`src/rtl/rggen_rtl_pkg.sv`:
```
// rtl/rggen_rtl_pkg.sv - shared register-bus types for rggen blocks
package rggen_rtl_pkg;

  typedef enum logic {
    RGGEN_READ  = 1'b0,
    RGGEN_WRITE = 1'b1
  } rggen_access;

  typedef enum logic [1:0] {
    RGGEN_OKAY   = 2'b00,
    RGGEN_EXOKAY = 2'b01,
    RGGEN_SLVERR = 2'b10,
    RGGEN_DECERR = 2'b11
  } rggen_status;

  typedef enum logic [1:0] {
    IDLE,
    INDEX,
    DATA,
    RESP
  } rggen_indirect_seq_state_e;

endpackage

```
`src/rtl/rggen_indirect_access_sequencer.sv`:
```
// rtl/rggen_indirect_access_sequencer.sv - index write + data access sequencer with index cache
module rggen_indirect_access_sequencer
  import rggen_rtl_pkg::*;
#(
  parameter int                     ADDRESS_WIDTH   = 8,
  parameter int                     BUS_WIDTH       = 32,
  parameter int                     INDEX_WIDTH     = 8,
  parameter bit [ADDRESS_WIDTH-1:0] INDEX_ADDRESS   = 'h00,
  parameter bit [ADDRESS_WIDTH-1:0] DATA_ADDRESS    = 'h04,
  parameter bit                     SKIP_SAME_INDEX = 1'b1
) (
  input  logic                     i_clk,
  input  logic                     i_rst,
  input  logic                     i_req_valid,
  output logic                     o_req_ready,
  input  logic                     i_req_write,
  input  logic [INDEX_WIDTH-1:0]   i_req_index,
  input  logic [BUS_WIDTH-1:0]     i_req_data,
  input  logic [BUS_WIDTH-1:0]     i_req_strobe,
  output logic                     o_rsp_valid,
  input  logic                     i_rsp_ready,
  output rggen_status              o_rsp_status,
  output logic [BUS_WIDTH-1:0]     o_rsp_data,
  input  logic                     i_index_invalidate,
  output logic                     o_bus_valid,
  output rggen_access              o_bus_access,
  output logic [ADDRESS_WIDTH-1:0] o_bus_address,
  output logic [BUS_WIDTH-1:0]     o_bus_write_data,
  output logic [BUS_WIDTH-1:0]     o_bus_strobe,
  input  logic                     i_bus_ready,
  input  rggen_status              i_bus_status,
  input  logic [BUS_WIDTH-1:0]     i_bus_read_data
);

  if ((INDEX_WIDTH > BUS_WIDTH) || (INDEX_ADDRESS == DATA_ADDRESS)) begin : g_invalid_params
    $error("rggen_indirect_access_sequencer: INDEX_WIDTH must fit BUS_WIDTH and addresses must differ");
  end

  rggen_indirect_seq_state_e state;
  rggen_indirect_seq_state_e state_next;

  logic                   req_write;
  logic [INDEX_WIDTH-1:0] req_index;
  logic [BUS_WIDTH-1:0]   req_data;
  logic [BUS_WIDTH-1:0]   req_strobe;

  logic                   cache_valid;
  logic [INDEX_WIDTH-1:0] cache_index;

  logic                   accept;
  logic                   hit;
  logic                   bus_ok;
  logic                   index_done;
  logic                   data_done;
  logic                   data_write;
  logic [BUS_WIDTH-1:0]   data_wdata;
  logic [BUS_WIDTH-1:0]   data_strobe;

  assign accept     = (state == IDLE) && i_req_valid;
  assign hit        = SKIP_SAME_INDEX && cache_valid && (cache_index == i_req_index);
  assign bus_ok     = (i_bus_status == RGGEN_OKAY);
  assign index_done = (state == INDEX) && i_bus_ready;
  assign data_done  = (state == DATA) && i_bus_ready;

  assign o_req_ready = (state == IDLE);
  assign o_rsp_valid = (state == RESP);
  assign o_bus_valid = (state == INDEX) || (state == DATA);

  // State register; reset abandons any in-flight access without a response
  always_ff @(posedge i_clk or posedge i_rst) begin
    if (i_rst) state <= IDLE;
    else       state <= state_next;
  end

  // Sequencing: a cache hit goes straight to the data access, an index error skips it
  always_comb begin
    state_next = state;
    case (state)
      IDLE:    if (i_req_valid) state_next = hit ? DATA : INDEX;
      INDEX:   if (i_bus_ready) state_next = bus_ok ? DATA : RESP;
      DATA:    if (i_bus_ready) state_next = RESP;
      RESP:    if (i_rsp_ready) state_next = IDLE;
      default: state_next = IDLE;
    endcase
  end

  // Data-access payload comes straight from the request port when issued from IDLE
  always_comb begin
    data_write  = req_write;
    data_wdata  = req_data;
    data_strobe = req_strobe;
    if (state == IDLE) begin
      data_write  = i_req_write;
      data_wdata  = i_req_data;
      data_strobe = i_req_strobe;
    end
  end

  // Capture the host request so the data access can follow the index write
  always_ff @(posedge i_clk or posedge i_rst) begin
    if (i_rst) begin
      req_write  <= 1'b0;
      req_index  <= '0;
      req_data   <= '0;
      req_strobe <= '0;
    end else if (accept) begin
      req_write  <= i_req_write;
      req_index  <= i_req_index;
      req_data   <= i_req_data;
      req_strobe <= i_req_strobe;
    end
  end

  // Registered bus payload; only reloaded when a new access starts, so it holds during wait states
  always_ff @(posedge i_clk or posedge i_rst) begin
    if (i_rst) begin
      o_bus_access     <= RGGEN_READ;
      o_bus_address    <= '0;
      o_bus_write_data <= '0;
      o_bus_strobe     <= '0;
    end else if (accept && !hit) begin
      o_bus_access     <= RGGEN_WRITE;
      o_bus_address    <= INDEX_ADDRESS;
      o_bus_write_data <= BUS_WIDTH'(i_req_index);
      o_bus_strobe     <= '1;
    end else if ((accept && hit) || (index_done && bus_ok)) begin
      o_bus_access     <= data_write ? RGGEN_WRITE : RGGEN_READ;
      o_bus_address    <= DATA_ADDRESS;
      o_bus_write_data <= data_write ? data_wdata : '0;
      o_bus_strobe     <= data_write ? data_strobe : '0;
    end
  end

  // Index cache; invalidation wins over a same-cycle successful index write
  always_ff @(posedge i_clk or posedge i_rst) begin
    if (i_rst) begin
      cache_valid <= 1'b0;
      cache_index <= '0;
    end else begin
      if (index_done && bus_ok) cache_index <= req_index;
      if (i_index_invalidate)   cache_valid <= 1'b0;
      else if (index_done)      cache_valid <= bus_ok;
    end
  end

  // Response capture: read data only survives an OKAY read
  always_ff @(posedge i_clk or posedge i_rst) begin
    if (i_rst) begin
      o_rsp_status <= RGGEN_OKAY;
      o_rsp_data   <= '0;
    end else if (index_done && !bus_ok) begin
      o_rsp_status <= i_bus_status;
      o_rsp_data   <= '0;
    end else if (data_done) begin
      o_rsp_status <= i_bus_status;
      o_rsp_data   <= (bus_ok && !req_write) ? i_bus_read_data : '0;
    end
  end

endmodule

```
`config.mk`:
```
export PLATFORM = sky130hd
export DESIGN_NAME = rggen_indirect_access_sequencer
export DESIGN_NICKNAME = d
export VERILOG_FILES = /design/src/rtl/rggen_rtl_pkg.sv /design/src/rtl/rggen_indirect_access_sequencer.sv
export SDC_FILE = /design/constraint.sdc
export NUM_CORES = 1
export LEC_CHECK = 0
export BUFFER_PORTS_ARGS = -buffer_cell sky130_fd_sc_hd__buf_2
export CAP_MARGIN = 0
export CORE_MARGIN = 2
export CORE_UTILIZATION = 55
export CTS_BUF_LIST = sky130_fd_sc_hd__clkbuf_4 sky130_fd_sc_hd__clkbuf_8
export DETAILED_ROUTE_END_ITERATION = 7
export PLACE_DENSITY = 0.84
export SYNTH_ARGS = -nofsm -noshare
export SYNTH_HDL_FRONTEND = slang
export SYNTH_SLANG_ARGS = --single-unit
```
`constraint.sdc`:
```
create_clock -name i_clk -period 14.7 [get_ports i_clk]
set_input_delay 1.47 -clock i_clk [delete_from_list [all_inputs] [get_ports i_clk]]
set_output_delay 1.47 -clock i_clk [all_outputs]
set_load 0.01 [all_outputs]
```
==> results of run 1 <==
[cells in the final DEF, fill, tap and decap left out, types with 2 or more instances in the layout]
master	n
a211o_1	8
a21oi_1	2
a221oi_1	11
a22o_1	25
a22oi_1	9
and4_1	9
buf_2	215
buf_4	7
bufinv_16	5
clkbuf_4	4
clkbuf_8	18
conb_1	7
dfrtp_1	184
ha_1	3
inv_1	3
mux2_2	10
mux2i_1	45
nand2_1	305
nand2b_1	2
nand4_1	9
nor2_1	24
nor2_4	2
nor3_1	27
o211ai_1	8
o21a_1	2
o21ai_0	44
o311ai_0	18
o311ai_1	3
xnor2_1	3
xor2_1	5
[state kept, by name, summed over array words and instances (netlist names)]
register and count:
o_bus_strobe 32, req_write 1, req_index 8, cache_valid 1
cache_index 8, req_strobe 32, req_data 32, o_bus_access 1
state 2, o_rsp_data 32, o_bus_write_data 32, o_rsp_status 2
o_bus_address 1
[per-layer routing]
metal	vias to the layer above	wire [um]	global-route usage, %	part of all wire, %
met1	3219	8450	33.7	44
met3	40	1090	5.48	5.7
met2	229	9260	40.0	48
met4	0	522	10.5	2.7
li1	3219	-	-	-
met5	-	0	0	0
[cell families (layout without fill, tap and decap cells)]
family	count (synthesis)	after routing
fa+ha+maj	4	4
simple gates	385	385
compound gates	133	133
mux	55	55
buf+inv	78	256
flops	184	184
xor+xnor	8	8
other cells	1	8
[power by group]
group          internal [mW]  switching [mW]  leakage, nW  total [mW]
combinational          0.337           0.497         2.42       0.834
clock                  0.213           0.169        0.227       0.382
sequential             0.737           0.124         2.32       0.861
total                   1.29           0.790         4.97        2.08
[final timing paths]
check                                          from                               end  slack [ps]
setup reg to reg               state[0]$_DFFE_PP0P_      o_bus_strobe[28]$_DFFE_PP0P_       11160
hold / removal             req_data[31]$_DFFE_PP0P_          req_data[31]$_DFFE_PP0P_         480
hold reg to reg            req_data[31]$_DFFE_PP0P_          req_data[31]$_DFFE_PP0P_         480
min in group asynchronous                     i_rst  o_bus_write_data[10]$_DFFE_PP0P_        1170
max in group asynchronous                     i_rst       o_bus_strobe[0]$_DFFE_PP0P_       11950
setup / recovery                     i_req_index[0]       o_bus_strobe[4]$_DFFE_PP0P_       10920
[worst min-delay path, delay by kind of cell, from the launching register on]
kind / cells / cell delay [ps]
simple gates: 2 / 100
flops: 1 / 350
[metrics by stage]
stage | cells | power, mW | hold WS [ps]
floorplan | 854 | 1.43 | 440
global placement | 1186 | 1.67 | 452
detailed placement | 1186 | 1.71 | 458
CTS | 1216 | 2.09 | 479
global route | 1217 | 2.24 | 497
finish | 1217 | 2.08 | 477
[area by class of cell]
| cell class | count | area, um2 |
|---|---|---|
| tap | 184 | 230 |
| antenna | 1 | 2.50 |
| clock buffer | 22 | 278 |
| fill | 1150 | 4860 |
| inverter | 4 | 20.0 |
| multi-input combinational | 592 | 3290 |
| sequential | 184 | 4600 |
| clock inverter | 8 | 171 |
| timing repair buffer | 222 | 1130 |
==> impl_metrics.py, run 1 <==
metrics = {
    "global_routing": {
        "antenna_found_initial": 1,
        "grt_pass1_wl_um": 32100,
        "grt_pass1_vias": 6496,
        "grt_start_max_net_pins": 103,
        "grt_overflow": 0,
        "track_usage_pct": 25.1,
    },
    "drt": {
        "drtIter0Drc": 493,
        "totalWireLength_um": 19300,
        "drt.antenna.violating_nets": 0,
        "num_vias": 6707,
        "first_pass_iters": 5,
        "wl_per_cell_um": 15.9,
        "drc": 0,
        "drt-vias-per-instance": 5.51,
    },
    "yosys": {
        "synth_area_um2": 8230,
        "ys_async_sr_fraction_pct": 100,
        "ys_types": 37,
        "syn_inst": 848,
        "synthTopCellsByArea": "dfrtp_1, nand2_1, mux2i_1, o21ai_0, a22o_1",
        "synth_compound_gate_area_share_pct": 11.7,
        "synth_most_common_cell": "nand2_1",
        "synthAdderAreaFrac_pct": 0.608,
        "synthTopCellsByCount": "nand2_1, dfrtp_1, mux2i_1, o21ai_0, clkbuf_1",
        "synth_area_leader_cell": "dfrtp_1",
        "synth_top_area_share_pct": 56.0,
        "synthXorXnorAreaFrac_pct": 0.851,
        "synth-edff-count": 0,
        "ys_seq_elements": 184,
        "avgSynthCellArea_um2": 9.70,
        "synth-seq-area-share_pct": 56.0,
        "yosysWarnings": 0,
        "synthSimpleGateAreaFrac_pct": 19.2,
        "ys.flop_type": "dfrtp_1",
        "muxShareOfSynthArea_pct": 6.84,
        "synth_top_family_by_area": "simple AND/OR/NAND/NOR gates",
    },
    "clock_tree": {
        "cts-hold-fix-buffers": 0,
        "numCtsBuffers": 17,
        "post_cts_buffers": 0,
        "clock-root-buffer": "clkbuf_8",
        "clkSlewWorstSetupHoldPaths_ps": 90,
        "cts.sinks": 184,
        "clockBufferDepth": 2,
        "clk_latency_ps": 450,
        "cts_tree": "yes",
        "cts_resized": 0,
        "h-tree-depth": 4,
    },
    "worst_setup_path": {
        "crit_fanout": 58,
        "path_cells": "buf_2, xor2_1, nor3_1, a31o_2, o311ai_0",
        "worstSetupPathType": "input port to flip-flop",
        "critPathRequiredTime_ps": 14940,
        "cpLargestDelayFamily": "compound AO/OA/AOI/OAI gates",
        "max_stage_delay_ps": 1030,
        "arrival_ps": 4010,
        "cp-start-kind": "input port",
        "path_buf_inv": 1,
        "path_depth": 5,
        "crit_path_end_kind": "flip-flop",
        "reg2reg_depth": 8,
        "worst_path_max_delay_cell": "a31o_2",
    },
    "timing": {
        "fmax_ghz": 0.265,
        "maxSlewHeadroom_pct": 23.1,
        "period_share_pct": 25.7,
        "hold_viol": 0,
        "finalSetupViolCount": 0,
        "timing.final.ws_setup_ps": 10920,
        "fin_setup_tns_ps": 0,
        "slew_violations": 0,
        "tightest_slew_ps": 1150,
        "fin_crit_ps": 3780,
        "fin_worst_skew_ps": 8.36,
        "rsz0062_at_grt": "no",
    },
    "power": {
        "p_per_area_nw_per_um2": 213,
        "ir_drop_uv": 107,
        "p_leak_nw": 4.97,
    },
    "placed_design": {
        "routabilityCongestion": 0.801,
        "place_area_um2": 9280,
        "io_buffers": 215,
        "pre_cts_slack_ps": 10490,
        "hpwl_um": 12700,
    },
    "worst_hold_path": {
        "holdPathStages": 2,
        "hold_path_class": "flip-flop to flip-flop",
    },
    "floorplan": {
        "rows": 44,
        "coreArea_um2": 14600,
        "io_pins": 223,
        "dieWidth_um": 126,
        "die_h_um": 126,
        "dieArea_um2": 16000,
        "initial_core_util_pct": 56.4,
    },
    "finish": {
        "fin_area_um2": 9730,
        "drive_gt1_share_pct": 26.4,
        "utilization_pct": 66.7,
        "area_growth_pct": 18.2,
        "fin_nets": 1138,
    },
    "flow_run": {
        "max_cap_violations": 0,
    },
    "outcome": {
        "status": "complete, no violations",
    },
}
Power figures use the tool's default switching activity.
==> run 2: changes to the inputs <==
- CORE_UTILIZATION: 55 -> 54
- PLACE_DENSITY: 0.84 -> 0.83
- clock period: 14.7 -> 3.63 ns (I/O delays scaled with it)
==> impl_metrics.py, run 2 (synthesis results as in run 1) <==
metrics = {
    "outcome": {
        "status": "complete, no violations",
    },
    "floorplan": {
        "rows": 45,
        "initial_core_util_pct": 54.7,
        "io_pins": 223,
        "die_h_um": 127,
        "dieWidth_um": 127,
        "coreArea_um2": 15000,
        "dieArea_um2": 16200,
    },
    "timing": {
        "hold_viol": 0,
        "tightest_slew_ps": 977,
        "fin_worst_skew_ps": 14.4,
        "period_share_pct": 78.5,
        "fin_crit_ps": 2850,
        "slew_violations": 0,
        "maxSlewHeadroom_pct": 34.8,
        "finalSetupViolCount": 0,
        "timing.final.ws_setup_ps": 780,
        "hold_ws_ps": 41.5,
        "fin_setup_tns_ps": 0,
        "fmax_ghz": 0.351,
        "rsz0062_at_grt": "no",
    },
    "global_routing": {
        "met2_usage_pct": 37.9,
        "met1_usage_pct": 32.8,
        "antenna_found_initial": 1,
        "grt_overflow": 0,
        "grt_start_max_net_pins": 185,
        "use_met3_pct": 5.28,
        "grt_pass1_wl_um": 31200,
        "grt_pass1_vias": 6302,
        "track_usage_pct": 24.2,
        "grt-busiest-layer": "met2",
    },
    "placed_design": {
        "routabilityCongestion": 0.805,
        "pre_cts_slack_ps": 860,
        "hpwl_um": 12900,
        "io_buffers": 215,
    },
    "drt": {
        "drc": 0,
        "totalWireLength_um": 19400,
        "first_pass_iters": 7,
        "drt.antenna.violating_nets": 0,
        "wl_per_cell_um": 15.8,
        "drt-vias-per-instance": 5.47,
        "num_vias": 6724,
        "drtIter0Drc": 535,
    },
    "finish": {
        "final_common_cell": "nand2_1",
        "fillers": 1245,
        "utilization_pct": 65.0,
        "area_growth_pct": 18.7,
        "drive_gt1_share_pct": 26.9,
        "mostFrequentLayoutCells": "nand2_1, buf_2, dfrtp_1",
        "multi_input_area_um2": 3290,
        "fin_nets": 1144,
        "regArea_um2": 4600,
    },
    "clock_tree": {
        "clock-root-buffer": "clkbuf_8",
        "cts_tree": "yes",
        "cts_resized": 0,
        "post_cts_buffers": 0,
        "h-tree-depth": 4,
        "clockBufferDepth": 2,
        "cts.sinks": 184,
        "numCtsBuffers": 17,
        "cts-hold-fix-buffers": 0,
        "clk_latency_ps": 460,
        "clkSlewWorstSetupHoldPaths_ps": 90,
    },
    "power": {
        "ir_drop_uv": 406,
        "p_leak_nw": 4.98,
        "switching_share_pct": 38.8,
        "report.power.total_mw": 8.32,
        "power_frac_clock_pct": 17.1,
        "p_sw_mw": 3.23,
        "p_per_area_nw_per_um2": 852,
        "seqPwrFrac_pct": 42.0,
        "power_frac_comb_pct": 40.9,
        "p_int_mw": 5.10,
    },
    "worst_hold_path": {
        "hold_path_class": "input port to flip-flop",
    },
    "worst_setup_path": {
        "crit_fanout": 45,
        "crit_path_end_kind": "flip-flop",
        "cp-start-kind": "flip-flop",
        "worstSetupPathType": "flip-flop to flip-flop",
        "critPathRequiredTime_ps": 3940,
        "arrival_ps": 3160,
    },
    "flow_run": {
        "max_cap_violations": 0,
    },
}
run 2: routing by layer:
| layer | share of wire (%) | up-vias | wire length [um] |
|---|---|---|---|
| li1 | - | 3235 | - |
| met1 | 44 | 3178 | 8510 |
| met2 | 47 | 262 | 9040 |
| met3 | 6.7 | 49 | 1300 |
| met4 | 3.0 | 0 | 585 |
| met5 | 0 | - | 0 |
run 2: path summary, 6_finish.rpt:
kind                       slack [ps]                            to                        from  cells past startpoint
max in group asynchronous        2720   o_bus_strobe[6]$_DFFE_PP0P_                       i_rst                      3
max reg2reg                       780  o_bus_strobe[14]$_DFFE_PP0P_        state[0]$_DFFE_PP0P_                      6
max                               780  o_bus_strobe[14]$_DFFE_PP0P_        state[0]$_DFFE_PP0P_                      6
min in group asynchronous         180    cache_index[0]$_DFFE_PP0P_                       i_rst                      3
min                                40       cache_valid$_DFFE_PP0P_          i_index_invalidate                      2
min reg2reg                       480    req_strobe[20]$_DFFE_PP0P_  req_strobe[20]$_DFFE_PP0P_                      2
run 2: worst max-delay path, stage by stage, from the launching register on:
cell,delay [ps]
dfrtp_1,430
inv_1,140
ha_4,510
and2_1,740
nor2_2,70
buf_4,300
o311ai_0,470
run 2: final cells by class:
| class | count | area share, % |
|---|---|---|
| clock inverters | 11 | 1.51 |
| multi-input cells | 592 | 33.7 |
| well taps | 188 | 2.41 |
| flip-flops and latches | 184 | 47.1 |
| inverters | 4 | 0.192 |
| diodes | 2 | 0.0512 |
| repair buffers | 228 | 12.3 |
| clock buffers | 20 | 2.75 |
run 2: power by group through the flow:
stage,Sequential (mW),Combinational (mW),Clock [mW]
floorplan,3.68,2.10,0
global placement,3.50,3.31,0
detailed placement,3.53,3.41,0
CTS,3.50,3.42,1.46
global route,3.61,3.80,1.55
finish,3.50,3.40,1.42
run 2: through the flow:
stage | area [um2] | cells
after detailed placement | 9350 | 1196
after floorplan | 8260 | 854
final | 9770 | 1229
after CTS | 9760 | 1227
after global routing | 9760 | 1228
after global placement | 9350 | 1196
